## config.mk

```make
export PLATFORM = sky130hd
export DESIGN_NAME = coin_sprite_reader
export DESIGN_NICKNAME = d
export VERILOG_FILES = /design/src/rtl/coin_sprite_reader.sv
export SDC_FILE = /design/constraint.sdc
export NUM_CORES = 1
export LEC_CHECK = 0
export ABC_AREA = 1
export BUFFER_PORTS_ARGS = -buffer_cell sky130_fd_sc_hd__buf_4
export CAP_MARGIN = 20
export CORE_UTILIZATION = 30
export CTS_BUF_LIST = sky130_fd_sc_hd__clkbuf_8
export DETAILED_ROUTE_END_ITERATION = 10
export PLACE_DENSITY_LB_ADDON = 0.15
export SLEW_MARGIN = 40
export SYNTH_ARGS = -nofsm -noshare
export SYNTH_HDL_FRONTEND = slang
export SYNTH_SLANG_ARGS = --single-unit
export TNS_END_PERCENT = 20
```

## constraint.sdc

```tcl
create_clock -name Clk -period 3.6 [get_ports Clk]
set_clock_uncertainty 0.05 [all_clocks]
set_input_delay 0.36 -clock Clk [delete_from_list [all_inputs] [get_ports Clk]]
set_output_delay 0.36 -clock Clk [all_outputs]
set_load 0.05 [all_outputs]
```

## src/rtl/coin_sprite_reader.sv

```systemverilog
// coin_sprite_reader: coin sprite ROM read pipeline with spin/collect sequencing; COIN_PINGPONG_EN selects ping-pong frame order
module coin_sprite_reader #(
    parameter int SPR_W = 20,
    parameter int STEP_TICKS = 8,
    parameter int RISE_TICKS = 16,
    parameter int RISE_PX = 2,
    parameter logic [11:0] KEY_COLOR = 12'h808
) (
    input  logic        Clk,
    input  logic        Reset_n,
    input  logic        frame_clk,
    input  logic [9:0]  DrawX,
    input  logic [9:0]  DrawY,
    input  logic [9:0]  coin_x,
    input  logic [9:0]  coin_y,
    input  logic        coin_active,
    input  logic        collect,
    output logic [8:0]  read_address,
    output logic [1:0]  frame_sel,
    input  logic [11:0] rom_color,
    output logic [11:0] pixel_color,
    output logic        pixel_valid,
    output logic        busy
);
    localparam int SW = $clog2(STEP_TICKS);
    localparam int RW = $clog2(RISE_TICKS);
    localparam int YW = $clog2(RISE_TICKS * RISE_PX + 1);
    localparam logic signed [11:0] W = 12'(SPR_W);
    typedef enum logic [1:0] {IDLE, SPIN, COLLECTED} state_t;
    state_t state, nxt;
    logic fc_q, tick, hit, hit_q, opaque;
    logic [SW-1:0] step;
    logic [RW-1:0] rise;
    logic [YW-1:0] y_off;
    logic signed [11:0] top, rel_x, rel_y;
`ifdef COIN_PINGPONG_EN
    logic dir;
`endif
    assign tick = frame_clk & ~fc_q;
    assign busy = state != IDLE;
    // 12-bit signed keeps rows above the screen and right-edge sums from wrapping
    assign top = $signed({2'b00, coin_y}) - $signed(12'(y_off));
    assign rel_x = $signed({2'b00, DrawX}) - $signed({2'b00, coin_x});
    assign rel_y = $signed({2'b00, DrawY}) - top;
    assign hit = rel_x >= 12'sd0 && rel_x < W && rel_y >= 12'sd0 && rel_y < W;
    assign opaque = hit_q && busy && rom_color != KEY_COLOR;
    always_comb
        nxt = !coin_active ? IDLE :
              state == IDLE ? SPIN :
              (state == SPIN && collect) ? COLLECTED :
              (state == COLLECTED && tick && rise == RW'(RISE_TICKS - 1)) ? IDLE : state;
    always_ff @(posedge Clk) begin
        if (!Reset_n) begin
            state <= IDLE;
            fc_q <= 1'b0;
            hit_q <= 1'b0;
            read_address <= '0;
            frame_sel <= '0;
            pixel_color <= '0;
            pixel_valid <= 1'b0;
            step <= '0;
            rise <= '0;
            y_off <= '0;
`ifdef COIN_PINGPONG_EN
            dir <= 1'b0;
`endif
        end else begin
            state <= nxt;
            fc_q <= frame_clk;
            hit_q <= hit;
            read_address <= hit ? 9'(rel_y * W + rel_x) : 9'd0;
            pixel_valid <= opaque;
            pixel_color <= opaque ? rom_color : 12'h000;
            if (nxt == IDLE) begin
                step <= '0;
                frame_sel <= '0;
`ifdef COIN_PINGPONG_EN
                dir <= 1'b0;
`endif
            end else if (tick && busy) begin
                step <= step == SW'(STEP_TICKS - 1) ? '0 : step + 1'b1;
                if (step == SW'(STEP_TICKS - 1)) begin
`ifdef COIN_PINGPONG_EN
                    frame_sel <= dir ? frame_sel - 2'd1 : frame_sel + 2'd1;
                    dir <= dir ? frame_sel != 2'd1 : frame_sel == 2'd2;
`else
                    frame_sel <= frame_sel + 2'd1;
`endif
                end
            end
            if (!coin_active || (state == SPIN && nxt == COLLECTED)) begin
                y_off <= '0;
                rise <= '0;
            end else if (state == COLLECTED && tick) begin
                y_off <= y_off + YW'(RISE_PX);
                rise <= rise + 1'b1;
            end
        end
    end
endmodule

```

==> results of run 1 <==
placed cells by master, fill, tap and decap left out, types with 3 or more instances in the layout:
cell / n
a21o_1: 5
a21oi_1: 21
a21oi_2: 6
buf_4: 114
clkbuf_8: 5
dfxtp_1: 36
dfxtp_2: 4
fa_1: 3
ha_1: 34
ha_4: 9
inv_1: 99
inv_2: 3
nand2_1: 99
nand2_2: 11
nand3_1: 23
nand3_2: 4
nand3b_1: 3
nand4_1: 5
nor2_1: 37
nor2_2: 13
nor3_1: 3
nor4_1: 4
o21ai_0: 10
xnor2_1: 4
xor2_1: 12
layer usage:
metal	vias up	wire length, um
met3	9	346
met2	70	3630
met1	1427	3510
met4	0	113
met5	-	0
li1	1725	-
through the flow:
| step | utilization, % | power, mW | std cells | TNS, ns |
|---|---|---|---|---|
| global route | 44.3 | 1.91 | 733 | -0.495 |
| finish | 44.3 | 1.75 | 733 | -0.0250 |
| detailed placement | 41.4 | 1.36 | 719 | -0.635 |
| CTS | 43.0 | 1.68 | 729 | -0.0242 |
| global placement | 41.4 | 1.34 | 719 | -0.505 |
| floorplan | - | 1.06 | 474 | -0.0225 |
logic make-up (layout without fill, tap and decap cells):
kind of cell,count (synthesis),in the layout,synth area share (%)
AO/OA/AOI/OAI,53,53,9.73
XOR/XNOR,19,19,5.30
adder cells (fa/ha/maj),48,48,19.5
buffers and inverters,105,227,12.1
flip-flops,40,40,24.4
AND/OR/NAND/NOR,209,210,29.0
worst reg2reg max path, cell delays in order, from the launching register on:
cell	delay, ns
dfxtp_2	0.32
buf_4	0.13
fa_2	0.38
xor2_1	0.15
ha_1	0.38
nand3b_1	0.21
nand2_2	0.09
inv_2	0.05
ha_4	0.22
ha_4	0.17
fa_2	0.55
ha_4	0.20
a21oi_2	0.10
inv_1	0.05
a21oi_2	0.14
nand3b_1	0.14
nand2_1	0.05
nand2_1	0.06
nand2_1	0.06
nor2_2	0.06
worst paths after layout:
kind | start | to | slack [ns] | depth (start not counted)
setup / recovery | y_off[2] | read_address[8] | -0.02 | 19
hold / removal | frame_clk | fc_q | 0.21 | 3
setup reg to reg | y_off[2] | read_address[8] | -0.02 | 19
hold reg to reg | y_off[4] | y_off[4] | 0.40 | 1
report_power, final:
part           total, mW  internal [mW]  switching (mW)  leakage (nW)
Sequential         0.445          0.444         0.00105         0.325
Combinational       1.01          0.506           0.500          2.12
Clock              0.294          0.135           0.159        0.0479
final cells by class:
class	instances	area share, %
inverter	103	8.62
timing repair buffer	116	19.0
multi-input combinational	330	49.5
clock buffer	5	1.49
tap	136	3.67
sequential	40	17.4
clock inverter	3	0.405
state kept, by name (all words and copies together) (netlist names):
| signal | count |
|---|---|
| pixel_valid | 1 |
| frame_sel | 2 |
| pixel_color | 12 |
| state | 2 |
| y_off | 5 |
| hit_q | 1 |
| step | 3 |
| rise | 4 |
| fc_q | 1 |
| read_address | 9 |
timing repair:
action | 4_1_cts | 5_1_grt
buffers inserted | 2 | 3
setup endpoints to repair | 2 | 10
pin swaps | 11 | 18
gates resized for setup | 10 | 20
cloned | 0 | 1
==> results.txt, run 1 <==
GRT met1 Usage: 16.0%
nets: 701
area taken by multi-input logic gates: 2290 sq um
met3 usage: 2.08%
Fin Hold WS: 0.208 ns
Post-synth EDFFs: 0
Final Hold Fails: 0
top cell type's share of synthesized area: 24.4%
Power Density: 377 nW/um^2
Synth cell types: 35
row cnt: 37
share of cells above drive strength 1: 31.3%
Ports: 82
Die H: 107 um
die width: 107 um
initial antenna violation count: 0
CTS root buf: clkbuf_8
largest net degree at the start of global routing: 14
GRT Util Overall: 13.5%
FF/Latch Area: 806 sq um
vias in the first global route: 3,017
post-route cell area: 4630 sq um
top cells by count, synth: inv_1 (102), nand2_1 (102), ha_1 (43)
Worst-path clk slew: 0.08 ns
RSZ-0062 raised after global routing: yes
Static Leakage: 2.49 nW
crit path max fanout: 5
worst skew pair latency: 0.29 ns
GRT Max-Usage Layer: met2
Final Worst Setup Slack: -0.0250 ns
final slew viol count: 0
Worst VDD drop: 0.167 mV
Hold Crit Class: input pin to flip-flop
fin crit period: 3.62 ns
Fill cells: 1,059
WP buf/inv: 3
P&R area growth vs syn: 41.2%
port bufs: 81
Most used DFF post-synth: dfxtp_1
total wire length: 7.60 mm
crit start category: flip-flop
Worst EP arrival: 3.81 ns
Synth Net Count: 579
crit end category: flip-flop
Setup Viol. Count Final: 1
critical path cell sequence: buf_4 -> fa_2 -> xor2_1 -> ha_1 -> nand3b_1 -> nand2_2 -> inv_2 -> ha_4 -> ha_4 -> fa_2 -> ha_4 -> a21oi_2 -> inv_1 -> a21oi_2 -> nand3b_1 -> nand2_1 -> nand2_1 -> nand2_1 -> nor2_2
Cell Area, Synth: 3280 sq um
CTS Hold Buffers Added: 0
dpl ws: -0.347 ns
Ant. Diodes: 0
number of buffers created by CTS: 5
syn_area_per_cell: 6.92 sq um
H-Tree Depth: 2
FMAX: 276 MHz
DRC errors left: 0
Area contributors post-synth: dfxtp_1 (24%), ha_1 (16%), inv_1 (12%), nand2_1 (12%), nor2_1 (4.5%)
first-pass GRT wire length: 12.6 mm
post-route ant nets: 0
GR Overflow Total: 0
DRT Pass-1 Iters: 4
largest area contributor in the netlist: dfxtp_1
die area: 11,400 sq um
total core area: 10,500 sq um
asr flop ratio synth: 0%
vias: 3,231
Sink Count: 40
Worst path max stage delay: 0.55 ns
Avg Vias per Cell: 4.41
Yosys warning total: 0
max-cap check violation count: 0
DRT iter0 DRCs: 77
part of the cycle the worst path needs: 101%
dpl hpwl: 6.15 mm
Worst EP required: 3.79 ns
critical path's top delay family: adder cells
Cell Area, Placed: 4340 sq um
Post-Synthesis Cells: 474
register bit total from synthesis: 40
post-synthesis sequential area ratio: 24.4%
Initial Util: 31.3%
met2 Usage GRT: 24.7%
critical path class: flip-flop to flip-flop
buffer levels on the longest clock path: 2
Slowest-stage cell, CP: fa_2
failing checks: negative setup slack
status: complete, but fails checks
worst slew pin tran: 0.474 ns
Final GP Congestion: 0.780
CTS tree: built
slew margin rel.: 68.3%
drt wl/cell: 10.4 um
Power figures use the tool's default switching activity.
==> run 2, diff against run 1 <==
--- a/config.mk
+++ b/config.mk
@@ -5,7 +5,6 @@
 export SDC_FILE = /design/constraint.sdc
 export NUM_CORES = 1
 export LEC_CHECK = 0
-export ABC_AREA = 1
 export BUFFER_PORTS_ARGS = -buffer_cell sky130_fd_sc_hd__buf_4
 export CAP_MARGIN = 20
 export CORE_UTILIZATION = 30
==> results.txt, run 2 <==
status: complete, but fails checks (unchanged)
failing checks: negative setup slack (unchanged)
H-Tree Depth: 2 (unchanged)
part of the cycle the worst path needs: 104% (was 101%)
Hold Crit Class: input pin to flip-flop (unchanged)
Worst EP required: 3.74 ns (was 3.79 ns)
Final Hold Fails: 0 (unchanged)
post-route ant nets: 0 (unchanged)
nets: 587 (was 701)
# placed instances: 602 (was 719)
Worst EP arrival: 3.88 ns (was 3.81 ns)
slew margin rel.: 49.6% (was 68.3%)
GRT Util Overall: 13.5% (about the same)
crit start category: flip-flop (unchanged)
worst skew pair latency: 0.28 ns (was 0.29 ns)
Yosys warning total: 0 (unchanged)
top cell type's share of synthesized area: 25.9% (was 24.4%)
RSZ-0062 raised after global routing: yes (unchanged)
Worst-path clk slew: 0.07 ns (was 0.08 ns)
crit end category: flip-flop (unchanged)
Power Density: 361 nW/um^2 (was 377 nW/um^2)
vias: 2,813 (was 3,231)
CTS root buf: clkbuf_8 (unchanged)
P&R area growth vs syn: 46.0% (was 41.2%)
dpl ws: -0.425 ns (was -0.347 ns)
port bufs: 81 (unchanged)
die width: 103 um (was 107 um)
most frequent cells in the layout: buf_4 (125), dfxtp_1 (39), ha_1 (37), inv_1 (31), nor2_1 (30) (was buf_4 (114), inv_1 (99), nand2_1 (99), nor2_1 (37), dfxtp_1 (36))
Area contributors post-synth: dfxtp_1 (26%), ha_1 (17%), xnor2_1 (6.0%), xor2_1 (4.8%), inv_1 (3.6%) (was dfxtp_1 (24%), ha_1 (16%), inv_1 (12%), nand2_1 (12%), nor2_1 (4.5%))
row cnt: 36 (was 37)
worst r2r path cells: 15 (was 19)
share of cells above drive strength 1: 35.3% (was 31.3%)
commonest non-fill, non-tap cell in the layout: buf_4 (unchanged)
Worst VDD drop: 0.154 mV (was 0.167 mV)
Final GP Congestion: 0.769 (was 0.780)
DRC errors left: 0 (unchanged)
Cell Area, Synth: 3090 sq um (was 3280 sq um)
top cells by count, synth: ha_1 (43), dfxtp_1 (40), inv_1 (30), nor2_1 (30) (was inv_1 (102), nand2_1 (102), ha_1 (43))
Initial Util: 31.3% (about the same)
Static Leakage: 2.05 nW (was 2.49 nW)
critical path class: flip-flop to flip-flop (unchanged)
crit path max fanout: 5 (unchanged)
post-layout util: 45.7% (was 44.3%)
critical path's top delay family: simple AND/OR/NAND/NOR gates (was adder cells)
buffer levels on the longest clock path: 2 (unchanged)
initial antenna violation count: 0 (unchanged)
Hold Path Origin: rom_color[2] (was frame_clk)
Min-Delay Endpoint: pixel_color[2] (was fc_q)
dpl hpwl: 5.94 mm (was 6.15 mm)
GR Overflow Total: 0 (unchanged)
syn_area_per_cell: 8.82 sq um (was 6.92 sq um)
asr flop ratio synth: 0% (unchanged)
register bit total from synthesis: 40 (unchanged)
Ant. Diodes: 0 (unchanged)
Sink Count: 40 (unchanged)
number of buffers created by CTS: 5 (unchanged)
max-cap check violation count: 0 (unchanged)
worst slew pin tran: 0.752 ns (was 0.474 ns)
Reg2Reg Launch Point: y_off[1] (was y_off[2])
drt wl/cell: 11.5 um (was 10.4 um)
most common cell in the netlist: ha_1
Largest register FFs: 12 (unchanged)
Die H: 103 um (was 107 um)
vias in the first global route: 2,667 (was 3,017)
total wire length: 7.05 mm (was 7.60 mm)
largest area contributor in the netlist: dfxtp_1 (unchanged)
Synth cell types: 55 (was 35)
Fill cells: 995 (was 1,059)
Ports: 82 (unchanged)
final slew viol count: 0 (unchanged)
Most used DFF post-synth: dfxtp_1 (unchanged)
post-synthesis sequential area ratio: 25.9% (was 24.4%)
FF-to-FF End: read_address[0] (was read_address[8])
Final Non-Filler Cells: 615 (was 733)
Post-Synthesis Cells: 350 (was 474)
most flop-heavy register: pixel_color (unchanged)
Slowest-stage cell, CP: or4_1 (was fa_2)
Final Worst Setup Slack: -0.133 ns (was -0.0250 ns)
WHS Path Cells: 2 (was 3)
Post-synth EDFFs: 0 (unchanged)
CTS tree: built (unchanged)
Worst path max stage delay: 0.47 ns (was 0.55 ns)
DRT Pass-1 Iters: 4 (unchanged)
largest net degree at the start of global routing: 14 (unchanged)
WP buf/inv: 1 (was 3)
DRT iter0 DRCs: 42 (was 77)
sum of negative setup slack: -0.813 ns (was -0.0250 ns)
FMAX: 268 MHz (was 276 MHz)
CP startpoint: y_off[1] (was y_off[2])
Avg Vias per Cell: 4.57 (was 4.41)
CTS Hold Buffers Added: 0 (unchanged)
Synth Net Count: 455 (was 579)
Largest regs: pixel_color: 12 flops, read_address: 9 flops, y_off: 5 flops (unchanged)
fin crit period: 3.73 ns (was 3.62 ns)
R2R setup slack: -0.13 ns (was -0.02 ns)
first-pass GRT wire length: 11.5 mm (was 12.6 mm)
die area: 10,700 sq um (was 11,400 sq um)
critical path cell sequence: ha_4 -> fa_2 -> nor2b_1 -> o21ai_1 -> nand2b_1 -> xnor2_1 -> ha_1 -> and3_4 -> a221oi_4 -> xnor2_2 -> nand3b_1 -> or4_1 -> or4_4 -> buf_8 -> nor4b_4 (was buf_4 -> fa_2 -> xor2_1 -> ha_1 -> nand3b_1 -> nand2_2 -> inv_2 -> ha_4 -> ha_4 -> fa_2 -> ha_4 -> a21oi_2 -> inv_1 -> a21oi_2 -> nand3b_1 -> nand2_1 -> nand2_1 -> nand2_1 -> nor2_2)
Setup Viol. Count Final: 10 (was 1)
total core area: 9860 sq um (was 10,500 sq um)
-- run 2: cell count changes in the layout (fill, tap and decap cells not counted), sizes merged, moves of 4 or more --
cell | previous run | this run
nor4b | 0 | 5
nand2 | 110 | 18
xor2 | 13 | 17
xnor2 | 6 | 21
nand3 | 29 | 6
nor3 | 4 | 9
nand2b | 0 | 11
mux2i | 0 | 5
and2 | 3 | 17
nor2b | 0 | 6
a21oi | 28 | 21
buf | 116 | 128
inv | 103 | 31
nor2 | 51 | 30
-- run 2: report_power, final --
group	internal (mW)	switching, mW	total, mW
combinational	0.487	0.429	0.916
clock	0.129	0.138	0.267
sequential	0.443	0.00128	0.445
total	1.06	0.569	1.63
-- run 2: worst max path at each step --
stage,to,depth (start not counted)
floorplan,read_address[8],18
global placement,read_address[8],15
detailed placement,read_address[0],15
CTS,read_address[8],17
global route,read_address[8],17
finish,read_address[0],15
-- run 2: stage by stage --
step | hold slack (ns) | area (sq um) | power [mW]
global placement | 0.417 | 4190 | 1.31
floorplan | 0.403 | 3130 | 1.03
finish | 0.236 | 4510 | 1.63
CTS | 0.225 | 4420 | 1.63
detailed placement | 0.441 | 4200 | 1.32
global route | 0.229 | 4510 | 1.76
-- run 2: layout make-up --
class                   count  area, sq um  share of cell area (%)
repair buffers            128          970                    21.5
flip-flops and latches     40          805                    17.9
clock buffers               5         68.8                    1.53
clock inverters             2         8.76                   0.194
inverters                  30          113                    2.50
multi-input cells         277         2370                    52.7
well taps                 133          166                    3.69
-- run 2: cells by family (layout without fill, tap and decap cells) --
logic type | Yosys count | in the layout | synth area share, %
AND/OR/NAND/NOR | 123 | 123 | 22.5
AO/OA/AOI/OAI | 63 | 63 | 14.0
adder cells (fa/ha/maj) | 48 | 48 | 20.7
flip-flops | 40 | 40 | 25.9
XOR/XNOR | 38 | 38 | 10.8
buffers and inverters | 33 | 165 | 4.50
multiplexers | 5 | 5 | 1.62
-- run 2: repair_timing --
item,CTS,global route
gates resized for setup,19,13
cloned,1,0
setup buffers,4,1
pin swaps,7,7
endpoints found under the hold margin,0,0
setup endpoints to repair,10,10
-- run 2: metal layers --
| layer | share of wire, % | up-vias | GRT usage (%) |
|---|---|---|---|
| met5 | 0 | - | 0 |
| met4 | 1.1 | 0 | 3.90 |
| met3 | 4.3 | 6 | 1.48 |
| met2 | 47 | 59 | 24.1 |
| met1 | 47 | 1259 | 17.0 |
| li1 | - | 1489 | - |
==> run 3, diff against run 2 <==
--- a/config.mk
+++ b/config.mk
@@ -11,7 +11,8 @@
 export CTS_BUF_LIST = sky130_fd_sc_hd__clkbuf_8
 export DETAILED_ROUTE_END_ITERATION = 10
 export PLACE_DENSITY_LB_ADDON = 0.15
-export SLEW_MARGIN = 40
+export SETUP_SLACK_MARGIN = 0.05
+export SLEW_MARGIN = 20
 export SYNTH_ARGS = -nofsm -noshare
 export SYNTH_HDL_FRONTEND = slang
 export SYNTH_SLANG_ARGS = --single-unit
==> results.txt, run 3 (synthesis results as in run 2) <==
status: complete, but fails checks (unchanged)
failing checks: negative setup slack (unchanged)
Worst VDD drop: 0.150 mV (was 0.154 mV)
Worst EP arrival: 3.90 ns (was 3.88 ns)
part of the cycle the worst path needs: 104% (about the same)
Critical Path Most Common Cell: xor2_1
critical path cell sequence: ha_4 -> fa_2 -> xor2_1 -> ha_1 -> buf_4 -> a21oi_4 -> xnor2_2 -> ha_4 -> ha_1 -> a21o_1 -> a21oi_2 -> xor2_1 -> xnor2_1 -> xnor2_1 -> xor2_1 -> nor4b_4 (was ha_4 -> fa_2 -> nor2b_1 -> o21ai_1 -> nand2b_1 -> xnor2_1 -> ha_1 -> and3_4 -> a221oi_4 -> xnor2_2 -> nand3b_1 -> or4_1 -> or4_4 -> buf_8 -> nor4b_4)
GRT Util Overall: 13.5% (about the same)
die area: 10,700 sq um (unchanged)
Cell Area, Placed: 4190 sq um (was 4200 sq um)
most flop-heavy register: pixel_color (unchanged)
M1 WL: 3.29 mm (was 3.32 mm)
total core area: 9860 sq um (unchanged)
buffer levels on the longest clock path: 2 (unchanged)
FMAX: 267 MHz (was 268 MHz)
critical path class: flip-flop to flip-flop (unchanged)
Worst-path clk slew: 0.07 ns (about the same)
CTS root buf: clkbuf_8 (unchanged)
largest net degree at the start of global routing: 14 (unchanged)
worst skew pair latency: 0.28 ns (about the same)
post-route ant nets: 0 (unchanged)
RSZ-0062 raised after global routing: yes (unchanged)
slew margin rel.: 49.5% (was 49.6%)
critical path's top delay family: adder cells (was simple AND/OR/NAND/NOR gates)
Setup Viol. Count Final: 6 (was 10)
Final GP Congestion: 0.769 (unchanged)
worst slew pin tran: 0.754 ns (was 0.752 ns)
Static Leakage: 2.05 nW (about the same)
CTS tree: built (unchanged)
Avg Vias per Cell: 4.59 (was 4.57)
Sink Count: 40 (unchanged)
FF/Latch Area: 805 sq um (unchanged)
Largest regs: pixel_color: 12 flops, read_address: 9 flops, y_off: 5 flops (unchanged)
area taken by multi-input logic gates: 2380 sq um (was 2370 sq um)
port bufs: 81 (unchanged)
crit start category: flip-flop (unchanged)
WL met3: 310 um (was 305 um)
P&R area growth vs syn: 45.8% (was 46.0%)
crit end category: flip-flop (unchanged)
Final Non-Filler Cells: 614 (was 615)
DR top layer: met4 (unchanged)
Largest register FFs: 12 (unchanged)
Ports: 82 (unchanged)
R2R setup slack: -0.15 ns (was -0.13 ns)
vias: 2,817 (was 2,813)
vias in the first global route: 2,667 (unchanged)
met2 wire len: 3.37 mm (was 3.34 mm)
number of buffers created by CTS: 5 (unchanged)
die width: 103 um (unchanged)
drt wl/cell: 11.5 um (about the same)
Worst path max stage delay: 0.36 ns (was 0.47 ns)
Initial Util: 31.3% (unchanged)
share of cells above drive strength 1: 35.3% (about the same)
Power Density: 362 nW/um^2 (was 361 nW/um^2)
Final Hold Fails: 0 (unchanged)
Slowest-stage cell, CP: dfxtp_4 (was or4_1)
post-route cell area: 4500 sq um (was 4510 sq um)
max-cap check violation count: 0 (unchanged)
final slew viol count: 0 (unchanged)
commonest non-fill, non-tap cell in the layout: buf_4 (unchanged)
nets: 586 (was 587)
Ant. Diodes: 0 (unchanged)
Final Worst Setup Slack: -0.150 ns (was -0.133 ns)
most frequent cells in the layout: buf_4 (125), dfxtp_1 (39), ha_1 (37), inv_1 (31), nor2_1 (30) (unchanged)
initial antenna violation count: 0 (unchanged)
dpl hpwl: 5.93 mm (was 5.94 mm)
WP buf/inv: 1 (unchanged)
DRT Pass-1 Iters: 4 (unchanged)
DRC errors left: 0 (unchanged)
DRT iter0 DRCs: 47 (was 42)
Fill cells: 987 (was 995)
Hold Crit Class: input pin to flip-flop (unchanged)
total wire length: 7.06 mm (was 7.05 mm)
crit path max fanout: 4 (was 5)
GR Overflow Total: 0 (unchanged)
# placed instances: 602 (unchanged)
fin crit period: 3.75 ns (was 3.73 ns)
Die H: 103 um (unchanged)
Worst EP required: 3.75 ns (was 3.74 ns)
H-Tree Depth: 2 (unchanged)
first-pass GRT wire length: 11.5 mm (unchanged)
row cnt: 36 (unchanged)
[run 3: cell count changes in the layout (fill, tap and decap cells not counted)]
cell | before | now
buf_2 | 1 | 0
buf_6 | 1 | 2
buf_8 | 1 | 0
nor3_1 | 5 | 4
nor3_2 | 4 | 5
[run 3: per-layer routing]
layer  vias to the layer above  track usage, %
met1                      1264            16.9
met4                         0            3.90
met3                         6            1.48
met2                        61            24.4
li1                       1486               -
met5                         -               0
[run 3: what timing repair did]
action / CTS / global route
setup buffers: 4 / 0
gates cloned: 1 / 0
setup endpoints to repair: 10 / 10
hold buffers: 0 / 0
pin swaps: 11 / 8
gates resized for setup: 25 / 8
[run 3: final cells by class]
cell class / count / share of cell area (%)
multi-input cells: 277 / 52.9
repair buffers: 127 / 21.3
flip-flops and latches: 40 / 17.9
well taps: 133 / 3.70
inverters: 30 / 2.50
clock buffers: 5 / 1.53
clock inverters: 2 / 0.195
[run 3: path summary, 6_finish.rpt]
| path | startpoint | end | cells past startpoint |
|---|---|---|---|
| worst min-delay path | rom_color[8] | pixel_color[8] | 2 |
| worst min register to register | step[1] | step[1] | 2 |
| worst max register to register | y_off[1] | read_address[8] | 16 |
| worst max-delay path | y_off[1] | read_address[8] | 16 |
[run 3: stage by stage]
stage	utilization (%)	hold slack [ns]	setup TNS [ns]	setup slack (ns)	total power [mW]
after floorplan	-	0.403	-0.581	-0.132	1.03
after global placement	42.5	0.417	-3.54	-0.386	1.31
after detailed placement	42.5	0.441	-3.64	-0.425	1.32
after CTS	45.0	0.222	-1.00	-0.206	1.63
after global routing	45.6	0.227	-2.42	-0.353	1.77
final	45.6	0.236	-0.589	-0.150	1.63
[run 3: power breakdown]
group          internal, mW  switching (mW)
Sequential            0.443         0.00128
Clock                 0.129           0.141
Combinational         0.485           0.431
Total                  1.06           0.573
